File: src/rtl/add_arbiter_if.sv
// Request/grant, shared-adder and response signals for add_arbiter.
// slave = arbiter side; master = requesters, adder and response consumer.
interface add_arbiter_if #(
  parameter int NUM_REQ = 4,
  parameter int DATA_W  = 4,
  parameter int ID_W    = 2
);
  logic [NUM_REQ-1:0]        req;
  logic [NUM_REQ*DATA_W-1:0] a_in;
  logic [NUM_REQ*DATA_W-1:0] b_in;
  logic [NUM_REQ-1:0]        gnt;
  logic [DATA_W-1:0]         add_a;
  logic [DATA_W-1:0]         add_b;
  logic [DATA_W:0]           add_sum;
  logic                      rsp_valid;
  logic [ID_W-1:0]           rsp_id;
  logic [DATA_W:0]           rsp_sum;
  logic                      rsp_ready;
  logic                      busy;

  modport slave (
    input  req, a_in, b_in, add_sum, rsp_ready,
    output gnt, add_a, add_b, rsp_valid, rsp_id, rsp_sum, busy
  );

  modport master (
    output req, a_in, b_in, add_sum, rsp_ready,
    input  gnt, add_a, add_b, rsp_valid, rsp_id, rsp_sum, busy
  );
endinterface

File: src/rtl/add_arbiter.sv
// Round-robin arbiter sharing one adder: req in IDLE -> gnt next cycle -> rsp_valid one cycle later.
// Response held stable while rsp_ready is low; no new grants until the response handshake completes.
module add_arbiter #(
  parameter int NUM_REQ = 4,
  parameter int DATA_W  = 4,
  parameter int ID_W    = 2
) (
  input logic         clk,
  input logic         rst_n,
  add_arbiter_if.slave bus
);
  typedef enum logic [1:0] {IDLE = 2'd0, CALC = 2'd1, RESP = 2'd2} state_t;

  localparam logic [ID_W-1:0] LAST_RST = ID_W'(NUM_REQ - 1);

  state_t              state, state_nxt;
  logic [ID_W-1:0]     last_gnt;
  logic [ID_W-1:0]     winner;
  logic [ID_W-1:0]     cand;
  logic                found;
  logic [NUM_REQ-1:0]  gnt_q;
  logic [DATA_W-1:0]   add_a_q, add_b_q;
  logic                rsp_valid_q;
  logic [ID_W-1:0]     rsp_id_q;
  logic [DATA_W:0]     rsp_sum_q;

  // Search upward from last_gnt+1 so the previous winner is considered last.
  always_comb begin
    winner = '0;
    found  = 1'b0;
    cand   = '0;
    for (int k = 1; k <= NUM_REQ; k++) begin
      cand = ID_W'((int'(last_gnt) + k) % NUM_REQ);
      if (!found && bus.req[cand]) begin
        found  = 1'b1;
        winner = cand;
      end
    end
  end

  always_ff @(posedge clk or negedge rst_n) begin
    if (!rst_n) state <= IDLE;
    else        state <= state_nxt;
  end

  always_comb begin
    state_nxt = state;
    case (state)
      IDLE:    if (found) state_nxt = CALC;
      CALC:    state_nxt = RESP;
      RESP:    if (rsp_valid_q && bus.rsp_ready) state_nxt = IDLE;
      default: state_nxt = IDLE;
    endcase
  end

  always_ff @(posedge clk or negedge rst_n) begin
    if (!rst_n) begin
      last_gnt    <= LAST_RST;
      gnt_q       <= '0;
      add_a_q     <= '0;
      add_b_q     <= '0;
      rsp_valid_q <= 1'b0;
      rsp_id_q    <= '0;
      rsp_sum_q   <= '0;
    end else begin
      gnt_q <= '0;
      case (state)
        IDLE: begin
          if (found) begin
            add_a_q  <= bus.a_in[int'(winner)*DATA_W +: DATA_W];
            add_b_q  <= bus.b_in[int'(winner)*DATA_W +: DATA_W];
            rsp_id_q <= winner;
            last_gnt <= winner;
            gnt_q    <= NUM_REQ'(1) << winner;
          end
        end
        CALC: begin
          rsp_sum_q   <= bus.add_sum;
          rsp_valid_q <= 1'b1;
        end
        RESP: begin
          if (rsp_valid_q && bus.rsp_ready) rsp_valid_q <= 1'b0;
        end
        default: begin
          rsp_valid_q <= 1'b0;
        end
      endcase
    end
  end

  assign bus.gnt       = gnt_q;
  assign bus.add_a     = add_a_q;
  assign bus.add_b     = add_b_q;
  assign bus.rsp_valid = rsp_valid_q;
  assign bus.rsp_id    = rsp_id_q;
  assign bus.rsp_sum   = rsp_sum_q;
  assign bus.busy      = (state != IDLE);
endmodule

File: src/flat_wrapper.sv
// flat-port wrapper written by rule: the top's interface ports become plain ports
module add_arbiter_flat 
#(
  parameter int NUM_REQ = 4,
  parameter int DATA_W  = 4,
  parameter int ID_W    = 2
)
  (clk, rst_n, bus_req, bus_a_in, bus_b_in, bus_add_sum, bus_rsp_ready, bus_gnt, bus_add_a, bus_add_b, bus_rsp_valid, bus_rsp_id, bus_rsp_sum, bus_busy);
  add_arbiter_if #(.NUM_REQ(NUM_REQ), .DATA_W(DATA_W), .ID_W(ID_W)) bus_i ();
  input logic clk;
  input logic rst_n;
  input wire logic [$bits(bus_i.req)-1:0] bus_req;
  input wire logic [$bits(bus_i.a_in)-1:0] bus_a_in;
  input wire logic [$bits(bus_i.b_in)-1:0] bus_b_in;
  input wire logic [$bits(bus_i.add_sum)-1:0] bus_add_sum;
  input wire logic [$bits(bus_i.rsp_ready)-1:0] bus_rsp_ready;
  output wire logic [$bits(bus_i.gnt)-1:0] bus_gnt;
  output wire logic [$bits(bus_i.add_a)-1:0] bus_add_a;
  output wire logic [$bits(bus_i.add_b)-1:0] bus_add_b;
  output wire logic [$bits(bus_i.rsp_valid)-1:0] bus_rsp_valid;
  output wire logic [$bits(bus_i.rsp_id)-1:0] bus_rsp_id;
  output wire logic [$bits(bus_i.rsp_sum)-1:0] bus_rsp_sum;
  output wire logic [$bits(bus_i.busy)-1:0] bus_busy;
  assign bus_i.req = bus_req;
  assign bus_i.a_in = bus_a_in;
  assign bus_i.b_in = bus_b_in;
  assign bus_i.add_sum = bus_add_sum;
  assign bus_i.rsp_ready = bus_rsp_ready;
  assign bus_gnt = bus_i.gnt;
  assign bus_add_a = bus_i.add_a;
  assign bus_add_b = bus_i.add_b;
  assign bus_rsp_valid = bus_i.rsp_valid;
  assign bus_rsp_id = bus_i.rsp_id;
  assign bus_rsp_sum = bus_i.rsp_sum;
  assign bus_busy = bus_i.busy;
  add_arbiter #(.NUM_REQ(NUM_REQ), .DATA_W(DATA_W), .ID_W(ID_W)) u_core (.clk(clk), .rst_n(rst_n), .bus(bus_i));
endmodule
File: config.mk
export PLATFORM = sky130hd
export DESIGN_NAME = add_arbiter_flat
export DESIGN_NICKNAME = d
export VERILOG_FILES = /design/src/rtl/add_arbiter_if.sv /design/src/rtl/add_arbiter.sv /design/src/flat_wrapper.sv
export SDC_FILE = /design/constraint.sdc
export NUM_CORES = 1
export LEC_CHECK = 0
export ABC_AREA = 1
export ABC_CLOCK_PERIOD_IN_PS = 5150
export CELL_PAD_IN_SITES_DETAIL_PLACEMENT = 1
export CELL_PAD_IN_SITES_GLOBAL_PLACEMENT = 1
export CORE_MARGIN = 2
export CORE_UTILIZATION = 33
export CTS_BUF_LIST = sky130_fd_sc_hd__clkbuf_8
export DETAILED_ROUTE_END_ITERATION = 6
export PLACE_DENSITY_LB_ADDON = 0.1
export SLEW_MARGIN = 20
export SYNTH_ARGS = -nofsm -noshare
export SYNTH_HDL_FRONTEND = slang
export SYNTH_SLANG_ARGS = --single-unit
File: constraint.sdc
create_clock -name clk -period 5.15 [get_ports clk]
set_input_delay 1.03 -clock clk [delete_from_list [all_inputs] [get_ports clk]]
set_output_delay 1.03 -clock clk [all_outputs]
set_load 0.05 [all_outputs]
==> results of run 1 <==
==> registers in the layout (all words and copies together) (netlist names) <==
| name | count |
|---|---|
| u_core.bus.rsp_valid | 1 |
| u_core.bus.add_b | 4 |
| u_core.bus.rsp_sum | 5 |
| u_core.last_gnt | 2 |
| u_core.bus.gnt | 4 |
| u_core.bus.add_a | 4 |
| u_core.state | 2 |
| u_core.bus.rsp_id | 2 |
==> report_power, final <==
| group | total, uW | internal (uW) | switching, uW |
|---|---|---|---|
| sequential | 360 | 291 | 69.4 |
| combinational | 1310 | 427 | 887 |
| clock | 164 | 104 | 60.2 |
==> through the flow <==
| step | utilization (%) | worst slack (ns) | cell area (sq um) | std cells |
|---|---|---|---|---|
| global placement | 49.55 | 2.170 | 2187 | 315 |
| CTS | 51.16 | 2.367 | 2258 | 319 |
| floorplan | - | 3.041 | 1535 | 205 |
| detailed placement | 49.55 | 2.066 | 2187 | 315 |
| finish | 51.05 | 2.388 | 2253 | 319 |
| global route | 51.05 | 2.209 | 2253 | 319 |
==> placed cells by master (no fill, tap or decap), drive strengths merged <==
master | netlist | final
nor2 | 12 | 12
a31oi | 1 | 1
nand3 | 32 | 32
buf | 6 | 1
a21oi | 2 | 2
clkbuf | 0 | 3
inv | 30 | 30
mux2 | 5 | 5
nor3 | 1 | 1
bufinv | 0 | 1
o211ai | 5 | 5
o21ai | 1 | 1
dfstp | 2 | 2
dfrtp | 22 | 22
clkdlybuf4s50 | 0 | 63
nand2 | 85 | 85
a211o | 1 | 1
==> worst max-delay path, delay by kind of cell <==
family,cells,cell delay (ns)
AO/OA/AOI/OAI,1,0.29
buffers and inverters,2,0.57
AND/OR/NAND/NOR,7,1.00
==> layer usage <==
layer / share of wire [%] / vias up
met4: 0.67 / 0
met3: 4.3 / 4
met2: 53 / 39
met5: 0 / -
met1: 42 / 695
li1: - / 765
==> final timing paths <==
check,depth (start not counted),slack [ns],to
setup / recovery,10,2.39,u_core.bus.add_a[3]
hold / removal,1,0.48,u_core.bus.rsp_valid
setup reg to reg,13,2.92,u_core.bus.add_a[2]
hold reg to reg,1,0.48,u_core.bus.rsp_valid
max in group asynchronous,1,4.04,u_core.last_gnt[0]
min in group asynchronous,1,0.73,u_core.bus.gnt[1]
==> logic make-up (layout without fill, tap and decap cells) <==
| kind of cell | Yosys count | after routing |
|---|---|---|
| buf+inv | 36 | 98 |
| simple gates | 130 | 130 |
| flops | 24 | 24 |
| mux | 5 | 5 |
| compound gates | 10 | 10 |
==> area by class of cell <==
type                    count  area, sq um  share of cell area, %
well taps                  52        65.06                  2.887
clock inverters             1        30.03                  1.333
flip-flops and latches     24        603.1                  26.76
clock buffers               3        41.29                  1.832
inverters                  30        120.1                  5.330
repair buffers             64        635.6                  28.21
multi-input cells         145        758.2                  33.65
==> results.sh, run 1 <==
export IMPL_viasPerCell=4.712
export IMPL_yosys_cell_types_count=25
export IMPL_min_from="u_core.state[1]"
export IMPL_drtAntennaViolNets=0
export IMPL_outcome="finished, final reports clean"
export IMPL_syn_to_final_growth_pct=46.78
export IMPL_port_buffers=64
export IMPL_crit_start="bus_req[0]"
export IMPL_setup_viol=0
export IMPL_die_x_um=72.21
export IMPL_synth_compound_area_share_pct=4.808
export IMPL_synth_area_top_cells="dfrtp_1, nand2_1, nand3_1"
export IMPL_hold_buffers=0
export IMPL_async_flop_share_pct=100.0
export IMPL_synth_top_family_by_area="simple AND/OR/NAND/NOR gates"
export IMPL_htreeDepth=1
export IMPL_synth_top_flop_cell="dfrtp_1"
export IMPL_ys_seq_area_share_pct=39.28
export IMPL_die_y_um=72.21
export IMPL_vias=1503
export IMPL_synth_most_common_cell="nand2_1"
export IMPL_synth_edf_count=0
export IMPL_synth_mux_area_fraction_pct=3.667
export IMPL_path_class="input pin to flop"
export IMPL_slowest_delay_ns=0.51
export IMPL_grt_remaining_overflow=0
export IMPL_clockBufferDepth=2
export IMPL_fin_crit_ns=2.762
export IMPL_worstPathCellList="clkdlybuf4s50_1, nand2_1, nand2_1, nand2_1, nand2_2, inv_2, nand3_4, nand3_2, o211ai_1, nand3_1"
export IMPL_tns_ns=0
export IMPL_antenna_found_initial=0
export IMPL_synth_xor_area_share_pct=0
export IMPL_avgSynthCellArea_sq_um=7.489
export IMPL_max_slew_margin_pct=64.51
export IMPL_grt_pass1_vias=1592
export IMPL_grt_max_degree=25
export IMPL_start_kind="input pin"
export IMPL_drt_iter0_drc=45
export IMPL_core_area_sq_mm=0.004414
export IMPL_worstPathMaxFanout=21
export IMPL_grt_use_met2_pct=32.01
export IMPL_synth_fa_ha_area_share_pct=0
export IMPL_p_leak_uw=0.001122
export IMPL_drt_wl_total_um=4190
export IMPL_crit_slowest_cell="clkdlybuf4s50_1"
export IMPL_grt_busiest_layer="met2"
export IMPL_synth_top_area_cell="dfrtp_1"
export IMPL_grt_usage_pct=17.13
export IMPL_drv_cap=0
export IMPL_power_total_uw=1839
export IMPL_end_kind="flop"
export IMPL_cts_tree="done"
export IMPL_p_per_area_mw_per_mm2=815.9
export IMPL_die_area_sq_mm=0.005214
export IMPL_synthSimpleGateAreaFrac_pct=40.91
export IMPL_netlist_instances=205
export IMPL_fmax_mhz=362.1
export IMPL_grt_pass1_wl_um=7100
export IMPL_firstDrtPassIters=4
export IMPL_fill_cells=552
export IMPL_arrival_ns=2.91
export IMPL_fin_worst_skew_ns=0.004782
export IMPL_syn_nets=249
export IMPL_rsz0062_at_grt="false"
export IMPL_wl_per_cell_um=13.13
export IMPL_start_util_pct=34.78
export IMPL_synth_seq_cells=24
export IMPL_tightest_slew_ns=0.5324
export IMPL_cts_setup_buffers=0
export IMPL_fin_hold_ws_ns=0.4803
export IMPL_clock_sinks=24
export IMPL_drc=0
export IMPL_cts_buffers=3
export IMPL_r2r_start="u_core.last_gnt[0]"
export IMPL_clock_root_buffer="clkbuf_8"
export IMPL_peakVddDrop_mv=0.3073
export IMPL_clk_pin_slew_ns=0.09
export IMPL_grt_met3_usage_pct=3.056
export IMPL_worst_ep_required_time_ns=5.30
export IMPL_min_path_type="flop to flop"
export IMPL_grt_util_met1_pct=20.80
export IMPL_place_congestion=0.7966
export IMPL_drive_above_1_share_pct=13.48
export IMPL_rows=24
export IMPL_cts_resized=0
export IMPL_place_hpwl_um=3314
export IMPL_io_pins=65
export IMPL_synth_top_area_share_pct=35.86
export IMPL_path_common_cell="nand2_1"
export IMPL_ys_warnings_count=0
export IMPL_clock_latency_ns=0.27
export IMPL_hold_violations=0
export IMPL_antennaDiodeCount=0
export IMPL_synth_commonest_cells="nand2_1, nand3_1, inv_1, dfrtp_1"
export IMPL_syn_area_sq_mm=0.001535
export IMPL_post_route_period_util_pct=53.63
export IMPL_slew_viol_final=0
export IMPL_fin_nets=312
(Power assumes the default switching activity.)
==> run 2: changes to the inputs <==
--- a/config.mk
+++ b/config.mk
@@ -6,11 +6,11 @@
 export NUM_CORES = 1
 export LEC_CHECK = 0
 export ABC_AREA = 1
-export ABC_CLOCK_PERIOD_IN_PS = 5150
+export ABC_CLOCK_PERIOD_IN_PS = 2600
 export CELL_PAD_IN_SITES_DETAIL_PLACEMENT = 1
 export CELL_PAD_IN_SITES_GLOBAL_PLACEMENT = 1
 export CORE_MARGIN = 2
-export CORE_UTILIZATION = 33
+export CORE_UTILIZATION = 30
 export CTS_BUF_LIST = sky130_fd_sc_hd__clkbuf_8
 export DETAILED_ROUTE_END_ITERATION = 6
 export PLACE_DENSITY_LB_ADDON = 0.1
==> constraint.sdc (replaced) <==
create_clock -name clk -period 2.6 [get_ports clk]
set_input_delay 0.52 -clock clk [delete_from_list [all_inputs] [get_ports clk]]
set_output_delay 0.52 -clock clk [all_outputs]
set_load 0.05 [all_outputs]
==> results.sh, run 2 (synthesis gave the netlist of run 1 again) <==
export IMPL_outcome="finished, final reports clean"
export IMPL_critPathTopFamily="buffers and inverters"
export IMPL_drc=0
export IMPL_port_buffers=64
export IMPL_post_route_period_util_pct=83.33
export IMPL_place_congestion=0.7826
export IMPL_largest_register_ffs=5
export IMPL_antenna_found_initial=0
export IMPL_slew_viol_final=0
export IMPL_wl_per_cell_um=11.74
export IMPL_place_hpwl_um=3246
export IMPL_final_common_cell="nand2_1"
export IMPL_seqCellArea_sq_um=603.1
export IMPL_worst_ep_required_time_ns=2.08
export IMPL_fin_hold_ws_ns=0.4843
export IMPL_final_cell_mix="nand2_1, clkdlybuf4s50_1, nand3_1"
export IMPL_power_frac_comb_pct=73.4
export IMPL_firstDrtPassIters=4
export IMPL_htreeDepth=1
export IMPL_fmax_mhz=461.6
export IMPL_clock_latency_ns=0.26
export IMPL_dp_worst_setup_slack_ns=0.1977
export IMPL_rsz0062_at_grt="false"
export IMPL_crit_slowest_cell="clkdlybuf4s50_1"
export IMPL_layout_cells_non_filler=340
export IMPL_grt_max_degree=25
export IMPL_p_sw_share_pct=55.51
export IMPL_drt_wl_total_um=3992
export IMPL_die_y_um=75.54
export IMPL_tightest_slew_ns=0.5083
export IMPL_worstPathMaxFanout=4
export IMPL_syn_to_final_growth_pct=48.98
export IMPL_grt_usage_pct=15.74
export IMPL_grt_pass1_vias=1597
export IMPL_hold_violations=0
export IMPL_multi_input_area_sq_um=758.2
export IMPL_drive_above_1_share_pct=14.07
export IMPL_rows=26
export IMPL_clk_pin_slew_ns=0.08
export IMPL_drtAntennaViolNets=0
export IMPL_clock_sinks=24
export IMPL_crit_start="u_core.state[0]"
export IMPL_antennaDiodeCount=0
export IMPL_min_from="u_core.state[1]"
export IMPL_p_leak_uw=0.001129
export IMPL_core_area_sq_mm=0.005010
export IMPL_timing_final_ws_setup_ns=0.4335
export IMPL_fin_nets=315
export IMPL_die_x_um=75.54
export IMPL_r2r_start="u_core.last_gnt[0]"
export IMPL_p_int_uw=1597
export IMPL_hold_buffers=0
export IMPL_fin_crit_ns=2.166
export IMPL_path_buf_inv=2
export IMPL_clockPowerShare_pct=6.9
export IMPL_drt_iter0_drc=49
export IMPL_start_kind="flop"
export IMPL_max_slew_margin_pct=66.01
export IMPL_clockBufferDepth=2
export IMPL_end_kind="output pin"
export IMPL_min_path_type="flop to flop"
export IMPL_drv_cap=0
export IMPL_peakVddDrop_mv=0.6637
export IMPL_viasPerCell=4.432
export IMPL_fill_cells=658
export IMPL_dp_cells=336
export IMPL_fin_worst_skew_ns=0.005272
export IMPL_slowest_delay_ns=0.70
export IMPL_cts_buffers=3
export IMPL_cts_setup_buffers=0
export IMPL_arrival_ns=1.65
export IMPL_start_util_pct=30.64
export IMPL_tns_ns=0
export IMPL_clock_root_buffer="clkbuf_8"
export IMPL_p_switching_uw=1993
export IMPL_die_area_sq_mm=0.005706
export IMPL_cts_resized=0
export IMPL_grt_remaining_overflow=0
export IMPL_worstPathCellList="nor2_1, inv_1, clkdlybuf4s50_1"
export IMPL_p_per_area_mw_per_mm2=1570
export IMPL_path_class="flop to output pin"
export IMPL_setup_viol=0
export IMPL_p_seq_share_pct=19.7
export IMPL_cts_tree="done"
export IMPL_grt_pass1_wl_um=6872
export IMPL_io_pins=65
export IMPL_vias=1507
-- run 2: changes by cell type in the layout (fill, tap and decap cells not counted), sizes merged --
cell	delta
buf	+2
clkbuf	+1
clkdlybuf4s50	+1
bufinv	-1
-- run 2: final timing paths --
check                                             to  slack (ns)  cells past startpoint
min in group asynchronous        u_core.bus.add_a[3]        0.62                      2
worst min-delay path            u_core.bus.rsp_valid        0.48                      1
worst max register to register   u_core.bus.add_b[1]        0.47                     12
worst max-delay path                        bus_busy        0.43                      3
max in group asynchronous         u_core.last_gnt[1]        1.70                      2
worst min register to register  u_core.bus.rsp_valid        0.48                      1
-- run 2: power groups by stage --
stage | Clock, uW | Combinational (uW) | Sequential, uW
after floorplan | 0 | 1600 | 1160
after global placement | 0 | 2670 | 718
after detailed placement | 0 | 2710 | 713
after CTS | 260 | 2710 | 712
after global routing | 271 | 2940 | 736
final | 246 | 2640 | 707
-- run 2: per-stage QoR --
step	util (%)	area, sq um	total power [uW]
CTS	45.65	2287	3678
global route	45.65	2287	3952
detailed placement	44.56	2232	3419
floorplan	-	1535	2765
global placement	44.56	2232	3383
finish	45.65	2287	3590
-- run 2: layout make-up --
| cell class | instances | area share [%] |
|---|---|---|
| Multi-Input combinational cell | 145 | 33.15 |
| Inverter | 30 | 5.252 |
| Tap cell | 70 | 3.829 |
| Timing Repair Buffer | 67 | 28.99 |
| Sequential cell | 24 | 26.37 |
| Clock buffer | 4 | 2.407 |
-- run 2: routing by layer --
| layer | wire length (um) | vias up | GRT usage, % |
|---|---|---|---|
| li1 | - | 774 | - |
| met4 | 0 | 0 | 2.339 |
| met1 | 1821 | 688 | 19.67 |
| met5 | 0 | - | 0 |
| met2 | 1967 | 45 | 28.21 |
| met3 | 203 | 0 | 3.704 |
==> run 3: changes to the inputs <==
--- a/config.mk
+++ b/config.mk
@@ -6,7 +6,7 @@
 export NUM_CORES = 1
 export LEC_CHECK = 0
 export ABC_AREA = 1
-export ABC_CLOCK_PERIOD_IN_PS = 2600
+export ABC_CLOCK_PERIOD_IN_PS = 2170
 export CELL_PAD_IN_SITES_DETAIL_PLACEMENT = 1
 export CELL_PAD_IN_SITES_GLOBAL_PLACEMENT = 1
 export CORE_MARGIN = 2
==> constraint.sdc (replaced) <==
create_clock -name clk -period 2.17 [get_ports clk]
set_input_delay 0.434 -clock clk [delete_from_list [all_inputs] [get_ports clk]]
set_output_delay 0.434 -clock clk [all_outputs]
set_load 0.05 [all_outputs]
==> results.sh, run 3 (synthesis gave the netlist of run 1 again) <==
export IMPL_antenna_found_initial=0
export IMPL_p_sw_share_pct=54.95
export IMPL_final_cell_area_sq_mm=0.002317
export IMPL_cts_resized=0
export IMPL_arrival_ns=1.62
export IMPL_p_int_uw=2000
export IMPL_p_leak_uw=0.001148
export IMPL_antennaDiodeCount=0
export IMPL_start_kind="flop"
export IMPL_grt_remaining_overflow=0
export IMPL_drt_iter0_drc=38
export IMPL_setup_viol=0
export IMPL_dp_worst_setup_slack_ns=-0.04880
export IMPL_slew_viol_final=0
export IMPL_htreeDepth=1
export IMPL_port_buffers=64
export IMPL_clock_root_buffer="clkbuf_8"
export IMPL_post_route_period_util_pct=94.51
export IMPL_peakVddDrop_mv=0.6783
export IMPL_cts_buffers=3
export IMPL_drc=0
export IMPL_syn_to_final_growth_pct=50.94
export IMPL_fin_worst_skew_ns=0.003486
export IMPL_largest_register_ffs=5
export IMPL_final_common_cell="nand2_1"
export IMPL_path_class="flop to output pin"
export IMPL_hold_buffers=0
export IMPL_timing_final_ws_setup_ns=0.1190
export IMPL_wl_per_cell_um=11.96
export IMPL_wl_met2_um=2083
export IMPL_end_kind="output pin"
export IMPL_tightest_slew_ns=0.5253
export IMPL_min_path_type="flop to flop"
export IMPL_die_y_um=75.54
export IMPL_worstPathMaxFanout=4
export IMPL_rows=26
export IMPL_p_per_area_mw_per_mm2=1916
export IMPL_fin_crit_ns=2.051
export IMPL_cts_tree="done"
export IMPL_grt_pass1_vias=1578
export IMPL_die_x_um=75.54
export IMPL_grt_pass1_wl_um=6879
export IMPL_place_congestion=0.7770
export IMPL_io_pins=65
export IMPL_drv_cap=0
export IMPL_power_total_uw=4439
export IMPL_fmax_mhz=487.6
export IMPL_layout_cells_non_filler=343
export IMPL_drive_above_1_share_pct=14.65
export IMPL_place_hpwl_um=3305
export IMPL_hold_violations=0
export IMPL_fill_cells=646
export IMPL_max_slew_margin_pct=64.87
export IMPL_dp_cells=339
export IMPL_p_seq_share_pct=19.0
export IMPL_clk_pin_slew_ns=0.08
export IMPL_clockPowerShare_pct=5.9
export IMPL_p_switching_uw=2439
export IMPL_placed_cell_area_sq_mm=0.002267
export IMPL_rsz0062_at_grt="false"
export IMPL_drt_wl_total_um=4101
export IMPL_clock_sinks=24
export IMPL_grt_max_degree=25
export IMPL_final_core_util_pct=46.25
export IMPL_final_cell_mix="nand2_1, clkdlybuf4s50_1, nand3_1"
export IMPL_start_util_pct=30.64
export IMPL_clockBufferDepth=2
export IMPL_met1_length_um=1787
export IMPL_fin_nets=318
export IMPL_met3_length_um=205
export IMPL_power_frac_comb_pct=75.1
export IMPL_firstDrtPassIters=4
export IMPL_clock_latency_ns=0.26
export IMPL_die_area_sq_mm=0.005706
export IMPL_highest_layer="met4"
export IMPL_viasPerCell=4.536
export IMPL_worst_ep_required_time_ns=1.74
export IMPL_drtAntennaViolNets=0
export IMPL_vias=1556
export IMPL_cts_setup_buffers=0
export IMPL_core_area_sq_mm=0.005010
export IMPL_grt_usage_pct=15.61
export IMPL_outcome="finished, final reports clean"
-- run 3: cell types whose count changed in the layout (fill, tap and decap cells not counted), sizes merged --
cell,change
clkbuf,-1
buf,+3
inv,+1
-- run 3: path summary, 6_finish.rpt --
kind                       slack (ns)                  end                 from  depth (start not counted)
setup / recovery                 0.12             bus_busy      u_core.state[0]                          3
hold / removal                   0.49  u_core.bus.add_a[0]  u_core.bus.add_a[0]                          2
setup reg to reg                 0.19  u_core.bus.add_a[2]   u_core.last_gnt[0]                         14
hold reg to reg                  0.49  u_core.bus.add_a[0]  u_core.bus.add_a[0]                          2
max in group asynchronous        1.36   u_core.last_gnt[0]                rst_n                          2
min in group asynchronous        0.53  u_core.bus.add_b[1]                rst_n                          2
-- run 3: final cells by class --
cell class                 instances  area [sq um]  area share (%)
multi-input combinational        145         763.2           32.94
timing repair buffer              70         698.2           30.13
sequential                        24         603.1           26.03
inverter                          30         120.1           5.184
tap                               70         87.58           3.780
clock buffer                       3         41.29           1.782
clock inverter                     1         3.754          0.1620
-- run 3: layer usage --
metal  up-vias  GRT usage, %
li1        776             -
met1       731         18.96
met2        45         28.50
met3         4         3.836
met4         0         2.339
met5         -             0
-- run 3: worst max-delay path, stage by stage (launching register included) --
cell	delay, ns
dfrtp_1	0.42
nor2_1	0.17
inv_1	0.06
clkdlybuf4s50_1	0.70
-- run 3: stage by stage --
stage / TNS, ns / hold slack [ns]
finish: 0 / 0.4907
global route: 0 / 0.5221
CTS: 0 / 0.5012
detailed placement: -0.1292 / 0.4711
global placement: -0.03879 / 0.4641
floorplan: 0 / 0.1384
-- run 3: power by group through the flow --
stage          registers [uW]  logic, uW  clock network [uW]
2_1_floorplan            1390       1920                   0
3_3_place_gp              859       3310                   0
3_5_place_dp              850       3370                   0
4_1_cts                   849       3380                 277
5_1_grt                   877       3680                 288
6_report                  844       3330                 262
